$ cat config.mk
export PLATFORM = sky130hd
export DESIGN_NAME = ext_bus_arbiter_flat
export DESIGN_NICKNAME = d
export VERILOG_FILES = /design/src/rtl/ext_bus_arbiter_pkg.sv /design/src/rtl/ext_bus_arbiter_if.sv /design/src/rtl/ext_bus_arbiter_rr_select.sv /design/src/rtl/ext_bus_arbiter.sv /design/src/flat_wrapper.sv
export SDC_FILE = /design/constraint.sdc
export NUM_CORES = 1
export LEC_CHECK = 0
export CAP_MARGIN = 30
export CELL_PAD_IN_SITES_DETAIL_PLACEMENT = 1
export CELL_PAD_IN_SITES_GLOBAL_PLACEMENT = 2
export CORE_MARGIN = 5
export CORE_UTILIZATION = 10
export DETAILED_ROUTE_END_ITERATION = 12
export PLACE_DENSITY = 0.89
export SLEW_MARGIN = 20
export SYNTH_ARGS = -nofsm -noshare
export SYNTH_HDL_FRONTEND = slang
export SYNTH_SLANG_ARGS = --single-unit
$ cat constraint.sdc
create_clock -name clk -period 1.85 [get_ports clk]
set_clock_uncertainty 0.15 [all_clocks]
set_input_delay 0.185 -clock clk [delete_from_list [all_inputs] [get_ports clk]]
set_output_delay 0.185 -clock clk [all_outputs]
set_load 0.1 [all_outputs]
$ cat src/rtl/ext_bus_arbiter_pkg.sv
`default_nettype none
// ============================================================================
// Module   : ext_bus_arbiter_pkg
// Brief    : Shared FSM encodings and width helpers for the external databus
//            arbiter and its round-robin selector.
// Revision : 1.0 - initial release
// ============================================================================
package ext_bus_arbiter_pkg;

  // Arbiter FSM encoding; one-hot so the two unused codes are detectable.
  localparam int              ST_W     = 2;
  localparam logic [ST_W-1:0] ST_IDLE  = 2'b01;
  localparam logic [ST_W-1:0] ST_GRANT = 2'b10;

  // Legal requester count range.
  localparam int N_REQ_MIN = 2;
  localparam int N_REQ_MAX = 8;

  // Width of the round-robin pointer / owner index for n requesters.
  function automatic int ptr_width(input int n);
    return (n <= 2) ? 1 : $clog2(n);
  endfunction

endpackage
`default_nettype wire

$ cat src/rtl/ext_bus_arbiter_if.sv
`default_nettype none
// ============================================================================
// Module   : ext_bus_arbiter_if
// Brief    : Requester-side and shared-databus signals of the external bus
//            arbiter. 'master' is the arbiter view, 'slave' the environment
//            (address generators plus external databus) view.
// Revision : 1.0 - initial release
// ============================================================================
interface ext_bus_arbiter_if #(
  parameter int N_REQ  = 4,
  parameter int DATA_W = 32,
  parameter int ADDR_W = 32
);
  localparam int STRB_W = DATA_W / 8;

  // requester side
  logic [N_REQ-1:0]        req_valid;
  logic [N_REQ*ADDR_W-1:0] req_addr;
  logic [N_REQ*DATA_W-1:0] req_wdata;
  logic [N_REQ*STRB_W-1:0] req_wstrb;
  logic [N_REQ-1:0]        req_ready;
  logic [DATA_W-1:0]       req_rdata;

  // shared databus side
  logic                    m_valid;
  logic [ADDR_W-1:0]       m_addr;
  logic [DATA_W-1:0]       m_wdata;
  logic [STRB_W-1:0]       m_wstrb;
  logic                    m_ready;
  logic [DATA_W-1:0]       m_rdata;

  // status
  logic [N_REQ-1:0]        grant;
  logic                    busy;

  modport master (
    input  req_valid, req_addr, req_wdata, req_wstrb, m_ready, m_rdata,
    output req_ready, req_rdata, m_valid, m_addr, m_wdata, m_wstrb, grant, busy
  );

  modport slave (
    output req_valid, req_addr, req_wdata, req_wstrb, m_ready, m_rdata,
    input  req_ready, req_rdata, m_valid, m_addr, m_wdata, m_wstrb, grant, busy
  );

endinterface
`default_nettype wire

$ cat src/rtl/ext_bus_arbiter_rr_select.sv
`default_nettype none
// ============================================================================
// Module   : rr_select
// Brief    : Combinational round-robin selector. Searches i_req starting at
//            i_ptr, wrapping modulo N; first set bit wins.
// Revision : 1.0 - initial release
// ============================================================================
module rr_select #(
  parameter int N  = 4,
  parameter int PW = 2
) (
  input  logic [N-1:0]  i_req,
  input  logic [PW-1:0] i_ptr,
  output logic [N-1:0]  o_onehot,
  output logic [PW-1:0] o_idx,
  output logic          o_any
);

  logic [N-1:0] w_rot;
  logic [PW:0]  w_sum;
  logic         w_found;

  // Rotating a doubled copy right by ptr puts the search start at bit 0.
  assign w_rot = N'({i_req, i_req} >> i_ptr);
  assign o_any = |i_req;

  // Priority-find in rotated order, then map back to the absolute index.
  always_comb begin
    w_found = 1'b0;
    w_sum   = '0;
    for (int k = 0; k < N; k++) begin
      if (!w_found && w_rot[k]) begin
        w_found = 1'b1;
        w_sum   = {1'b0, i_ptr} + (PW+1)'(k);
      end
    end
    if (w_sum >= (PW+1)'(N)) begin
      w_sum = w_sum - (PW+1)'(N);
    end
    o_idx    = w_sum[PW-1:0];
    o_onehot = o_any ? (N'(1) << o_idx) : '0;
  end

endmodule
`default_nettype wire

$ cat src/rtl/ext_bus_arbiter.sv
`default_nettype none
// ============================================================================
// Module   : ext_bus_arbiter
// Brief    : Round-robin arbiter giving N_REQ external address generators
//            access to one external databus master port. Ownership is held
//            until the owner drops req_valid; an idle cycle separates owners.
//            Data paths are pure muxes, nothing is buffered.
// Revision : 1.0 - initial release
// ============================================================================
module ext_bus_arbiter
  import ext_bus_arbiter_pkg::*;
#(
  parameter int N_REQ  = 4,
  parameter int DATA_W = 32,
  parameter int ADDR_W = 32
) (
  input  logic                clk,
  input  logic                rst,
  ext_bus_arbiter_if.master   bus
);

  localparam int PW     = ptr_width(N_REQ);
  localparam int STRB_W = DATA_W / 8;

  logic [ST_W-1:0]   r_state;
  logic [N_REQ-1:0]  r_grant;
  logic [PW-1:0]     r_owner;
  logic [PW-1:0]     r_ptr;

  logic [N_REQ-1:0]  w_sel_oh;
  logic [PW-1:0]     w_sel_idx;
  logic              w_sel_any;
  logic              w_granted;
  logic              w_owner_valid;

  logic              w_m_valid;
  logic [ADDR_W-1:0] w_m_addr;
  logic [DATA_W-1:0] w_m_wdata;
  logic [STRB_W-1:0] w_m_wstrb;
  logic [N_REQ-1:0]  w_req_ready;

  rr_select #(
    .N  (N_REQ),
    .PW (PW)
  ) u_rr_select (
    .i_req    (bus.req_valid),
    .i_ptr    (r_ptr),
    .o_onehot (w_sel_oh),
    .o_idx    (w_sel_idx),
    .o_any    (w_sel_any)
  );

  assign w_granted     = (r_state == ST_GRANT);
  assign w_owner_valid = |(r_grant & bus.req_valid);

  // Arbitration FSM: grant on any request in IDLE, release when owner drops.
  always_ff @(posedge clk or posedge rst) begin
    if (rst) begin
      r_state <= ST_IDLE;
      r_grant <= '0;
      r_owner <= '0;
      r_ptr   <= '0;
    end else begin
      case (r_state)
        ST_IDLE: begin
          if (w_sel_any) begin
            r_state <= ST_GRANT;
            r_grant <= w_sel_oh;
            r_owner <= w_sel_idx;
          end
        end
        ST_GRANT: begin
          if (!w_owner_valid) begin
            r_state <= ST_IDLE;
            r_grant <= '0;
            r_ptr   <= (r_owner == PW'(N_REQ-1)) ? '0 : r_owner + 1'b1;
          end
        end
        default: begin
          r_state <= ST_IDLE;
          r_grant <= '0;
        end
      endcase
    end
  end

  // Route the owner's request onto the shared bus; everything is zero when idle.
  always_comb begin
    w_m_valid   = 1'b0;
    w_m_addr    = '0;
    w_m_wdata   = '0;
    w_m_wstrb   = '0;
    w_req_ready = '0;
    if (w_granted) begin
      w_m_valid   = w_owner_valid;
      w_req_ready = r_grant & {N_REQ{bus.m_ready}};
      for (int i = 0; i < N_REQ; i++) begin
        if (r_grant[i]) begin
          w_m_addr  = bus.req_addr [i*ADDR_W +: ADDR_W];
          w_m_wdata = bus.req_wdata[i*DATA_W +: DATA_W];
          w_m_wstrb = bus.req_wstrb[i*STRB_W +: STRB_W];
        end
      end
    end
  end

  assign bus.m_valid   = w_m_valid;
  assign bus.m_addr    = w_m_addr;
  assign bus.m_wdata   = w_m_wdata;
  assign bus.m_wstrb   = w_m_wstrb;
  assign bus.req_ready = w_req_ready;
  assign bus.req_rdata = bus.m_rdata;
  assign bus.grant     = r_grant;
  assign bus.busy      = w_granted;

endmodule
`default_nettype wire

$ cat src/flat_wrapper.sv
// flat-port wrapper written by rule: the top's interface ports become plain ports
module ext_bus_arbiter_flat import ext_bus_arbiter_pkg::*;
#(
  parameter int N_REQ  = 4,
  parameter int DATA_W = 32,
  parameter int ADDR_W = 32
)
  (clk, rst, bus_req_valid, bus_req_addr, bus_req_wdata, bus_req_wstrb, bus_m_ready, bus_m_rdata, bus_req_ready, bus_req_rdata, bus_m_valid, bus_m_addr, bus_m_wdata, bus_m_wstrb, bus_grant, bus_busy);
  ext_bus_arbiter_if #(.N_REQ(N_REQ), .DATA_W(DATA_W), .ADDR_W(ADDR_W)) bus_i ();
  input  logic clk;
  input  logic rst;
  input wire logic [$bits(bus_i.req_valid)-1:0] bus_req_valid;
  input wire logic [$bits(bus_i.req_addr)-1:0] bus_req_addr;
  input wire logic [$bits(bus_i.req_wdata)-1:0] bus_req_wdata;
  input wire logic [$bits(bus_i.req_wstrb)-1:0] bus_req_wstrb;
  input wire logic [$bits(bus_i.m_ready)-1:0] bus_m_ready;
  input wire logic [$bits(bus_i.m_rdata)-1:0] bus_m_rdata;
  output wire logic [$bits(bus_i.req_ready)-1:0] bus_req_ready;
  output wire logic [$bits(bus_i.req_rdata)-1:0] bus_req_rdata;
  output wire logic [$bits(bus_i.m_valid)-1:0] bus_m_valid;
  output wire logic [$bits(bus_i.m_addr)-1:0] bus_m_addr;
  output wire logic [$bits(bus_i.m_wdata)-1:0] bus_m_wdata;
  output wire logic [$bits(bus_i.m_wstrb)-1:0] bus_m_wstrb;
  output wire logic [$bits(bus_i.grant)-1:0] bus_grant;
  output wire logic [$bits(bus_i.busy)-1:0] bus_busy;
  assign bus_i.req_valid = bus_req_valid;
  assign bus_i.req_addr = bus_req_addr;
  assign bus_i.req_wdata = bus_req_wdata;
  assign bus_i.req_wstrb = bus_req_wstrb;
  assign bus_i.m_ready = bus_m_ready;
  assign bus_i.m_rdata = bus_m_rdata;
  assign bus_req_ready = bus_i.req_ready;
  assign bus_req_rdata = bus_i.req_rdata;
  assign bus_m_valid = bus_i.m_valid;
  assign bus_m_addr = bus_i.m_addr;
  assign bus_m_wdata = bus_i.m_wdata;
  assign bus_m_wstrb = bus_i.m_wstrb;
  assign bus_grant = bus_i.grant;
  assign bus_busy = bus_i.busy;
  ext_bus_arbiter #(.N_REQ(N_REQ), .DATA_W(DATA_W), .ADDR_W(ADDR_W)) u_core (.clk(clk), .rst(rst), .bus(bus_i));
endmodule
==> summary.md <==
| Metric | Value |
|---|---|
| CP most frequent cell | buf_12 |
| CTS max path bufs | 2 |
| Biggest cell delay along the critical path | 480 ps |
| Total track usage | 0.147 |
| HP Class | input port to asynchronous set/reset pin |
| Root Driver | clkbuf_16 |
| Failing checks | negative setup slack |
| CP Class | flip-flop to output pin |
| Post-Synthesis Cell Area | 2930 um^2 |
| Status | complete, but fails checks |
| Max VDD drop | 454 uV |
| FILL cells | 3083 |
| I/O pins | 421 |
| Die X-Extent | 181 um |
| Delay-heaviest family, CP | buffers and inverters |
| Slew Limit Fails | 0 |
| Diodes inserted | 0 |
| Critical Path Source | u_core.bus.grant[0] |
| DRC viols | 0 |
| First DRT Iteration DRCs | 139 |
| Placer Congestion | 0.881 |
| Pre-antenna DRT Iters | 4 |
| Final net count | 1092 |
| Largest net degree at the start of global routing | 44 |
| Register area share after synthesis | 0.0859 |
| Critical path data arrival time | 1920 ps |
| Die H | 181 um |
| Reg-to-reg startpoint | u_core.bus.grant[2] |
| Multi-input logic area | 3780 um^2 |
| Remaining Overflow, GRT | 0 |
| Starting density of the core | 0.102 |
| Worst-path cell chain | nor2b_4 > buf_4 > clkbuf_16 > buf_12 > a221oi_2 > o31ai_4 > buf_12 |
| Pwr dens | 1310 nW/um^2 |
| Synth area leader | a221oi_1 |
| First-pass GRT wire length | 37700 um |
| Num CTS Buffers | 3 |
| Actual slew at the worst max-slew pin | 542 ps |
| CP max stage cell | dfrtp_4 |
| Max_slew headroom | 0.639 |
| Area grow syn2layout | 247% |
| Distinct cells, synth | 34 |
| Startpoint Class | flip-flop |
| Warnings, synthesis | 0 |
| FF+latch area | 267 um^2 |
| Synth top area share | 0.203 |
| Critical path capture point type | output pin |
| Worst endpoint required time | 1510 ps |
| Initial antenna violation count | 0 |
| Pwr Total | 13.3 mW |
| Via count | 5158 |
| FF+latch count, synth | 10 |
| Area contributors post-synth | a221oi_1, o31ai_1, nor2b_1, nand3_1, buf_4 |
| Clock latency at the later pin of the worst-skew pair | 240 ps |
| Synthesized area per cell | 7.02 um^2 |
| TNS Setup | -23080 ps |
| Syn_nets | 729 |
| Die area | 32800 um^2 |
| Post-Route WL | 26600 um |
| CP Max Fanout | 5 |
| Fin. Hold Viols | 0 |
| Fmax | 443 MHz |
| Share of cells above drive strength 1 | 0.421 |
| Fin crit share | 1.22 |
| WP buf/inv | 4 |
| Core area | 28800 um^2 |
| Leak | 3.42 nW |
| Wire per inst | 22.9 um |
| Cells after synthesis | 417 |
| Htree depth | 1 |
| Fin worst setup slack | -407 ps |
| # clock sinks | 10 |
| Clk slew on worst S/H paths | 40 ps |
| Vias in the first global route | 5895 |
| CTS tree | done |
| Post-route ant nets | 0 |
| Crit path time final | 2260 ps |
| Max-cap violations | 0 |
| Vias/cell | 4.44 |
| Unrepaired setup endpoints after global routing | yes |
| FP Rows | 62 |
| DP HPWL | 19700 um |
| # setup viols final | 74 |
| IO Port Bufs | 356 |
sequential cells by signal (all words and copies together), names as in the netlist:
name / cells
u_core.bus.grant: 4
u_core.r_owner: 2
u_core.r_state: 2
u_core.r_ptr: 2
final cells by class:
class,count,share of cell area
timing repair buffer,445,0.545
multi-input combinational,315,0.372
tap,384,0.0473
sequential,10,0.0262
clock buffer,4,0.00776
inverter,5,0.00185
worst reg2reg max path, stage by stage (launching register included):
cell      delay (ps)
dfrtp_4          570
buf_16           210
a22oi_2          260
a21boi_4         100
or2_1            230
a32o_2           220
worst paths after layout:
| kind | depth (start not counted) | endpoint | slack [ps] |
|---|---|---|---|
| min | 2 | u_core.r_ptr[1] | 90 |
| min in group clk | 0 | bus_req_rdata[17] | 220 |
| min reg2reg | 2 | u_core.r_owner[1] | 350 |
| max | 7 | bus_m_addr[16] | -410 |
| max reg2reg | 5 | u_core.bus.grant[0] | 0 |
| max in group asynchronous | 2 | u_core.bus.grant[1] | 1110 |
metrics by stage:
stage          hold slack (ps)  worst slack [ps]  utilization  instance area [um^2]  cells
2_1_floorplan             -125              -740            -                  4000    417
3_3_place_gp               221              -112        0.309                  8900   1133
3_5_place_dp               221              -174        0.309                  8900   1133
4_1_cts                    108              -384        0.340                  9790   1155
5_1_grt                    148              -446        0.353                 10200   1163
6_report                  93.8              -407        0.353                 10200   1163
logic make-up after synthesis:
logic type                 after synthesis  share of synthesized area
AOI/OAI and AO/OA                      153                      0.422
muxes                                    1                    0.00384
DFF                                     10                     0.0859
buffers and inverters                   92                      0.171
and+or+nand+nor                        160                      0.313
adders and majority gates                1                    0.00427
cell usage after synthesis, drive strengths merged:
master and count:
a211o 1, a21boi 1, a21oi 3, a221oi 68
a22oi 2, a32o 2, and2b 1, and3 4
and3b 1, buf 47, clkbuf 40, dfrtp 9
dfstp 1, ha 1, inv 5, mux2 1
nand2 3, nand2b 2, nand3 69, nand3b 1
nor2 3, nor2b 69, nor3 1, nor3b 2
o21ai 4, o22ai 1, o31ai 71, or2 1
or2b 1, or3 1, or4 1
power by group:
group,internal (mW),total [mW],switching [mW],leakage (nW)
clock network,0.290,0.402,0.112,0.0382
registers,0.341,0.456,0.116,0.119
logic,5.34,12.5,7.15,3.26
what timing repair did:
item	4_1_cts	5_1_grt
cloned	7	4
setup endpoints to repair	74	80
hold buffers	0	0
gates resized for setup	96	32
pin swaps	28	27
setup buffers	13	5
cells in the final DEF (no fill, tap or decap), types with 2 or more instances in the layout:
cell	n
a21oi_1	3
a221oi_1	10
a221oi_2	41
a221oi_4	17
a32o_2	2
and3_4	4
buf_12	94
buf_16	8
buf_4	44
buf_6	10
buf_8	7
clkbuf_16	7
clkdlybuf4s50_1	278
dfrtp_1	5
dfrtp_4	4
inv_1	5
nand2_1	3
nand3_1	60
nand3_2	9
nor2_1	3
nor2b_1	68
o21ai_0	2
o21ai_2	2
o31ai_2	2
o31ai_4	68
routing by layer:
metal	wire length (um)	vias up	global-route usage
met4	699	0	0.0366
li1	-	2356	-
met3	2100	39	0.0412
met5	0	-	0
met2	13900	280	0.278
met1	9900	2483	0.162
No activity file was read; power rests on OpenSTA's default activity.
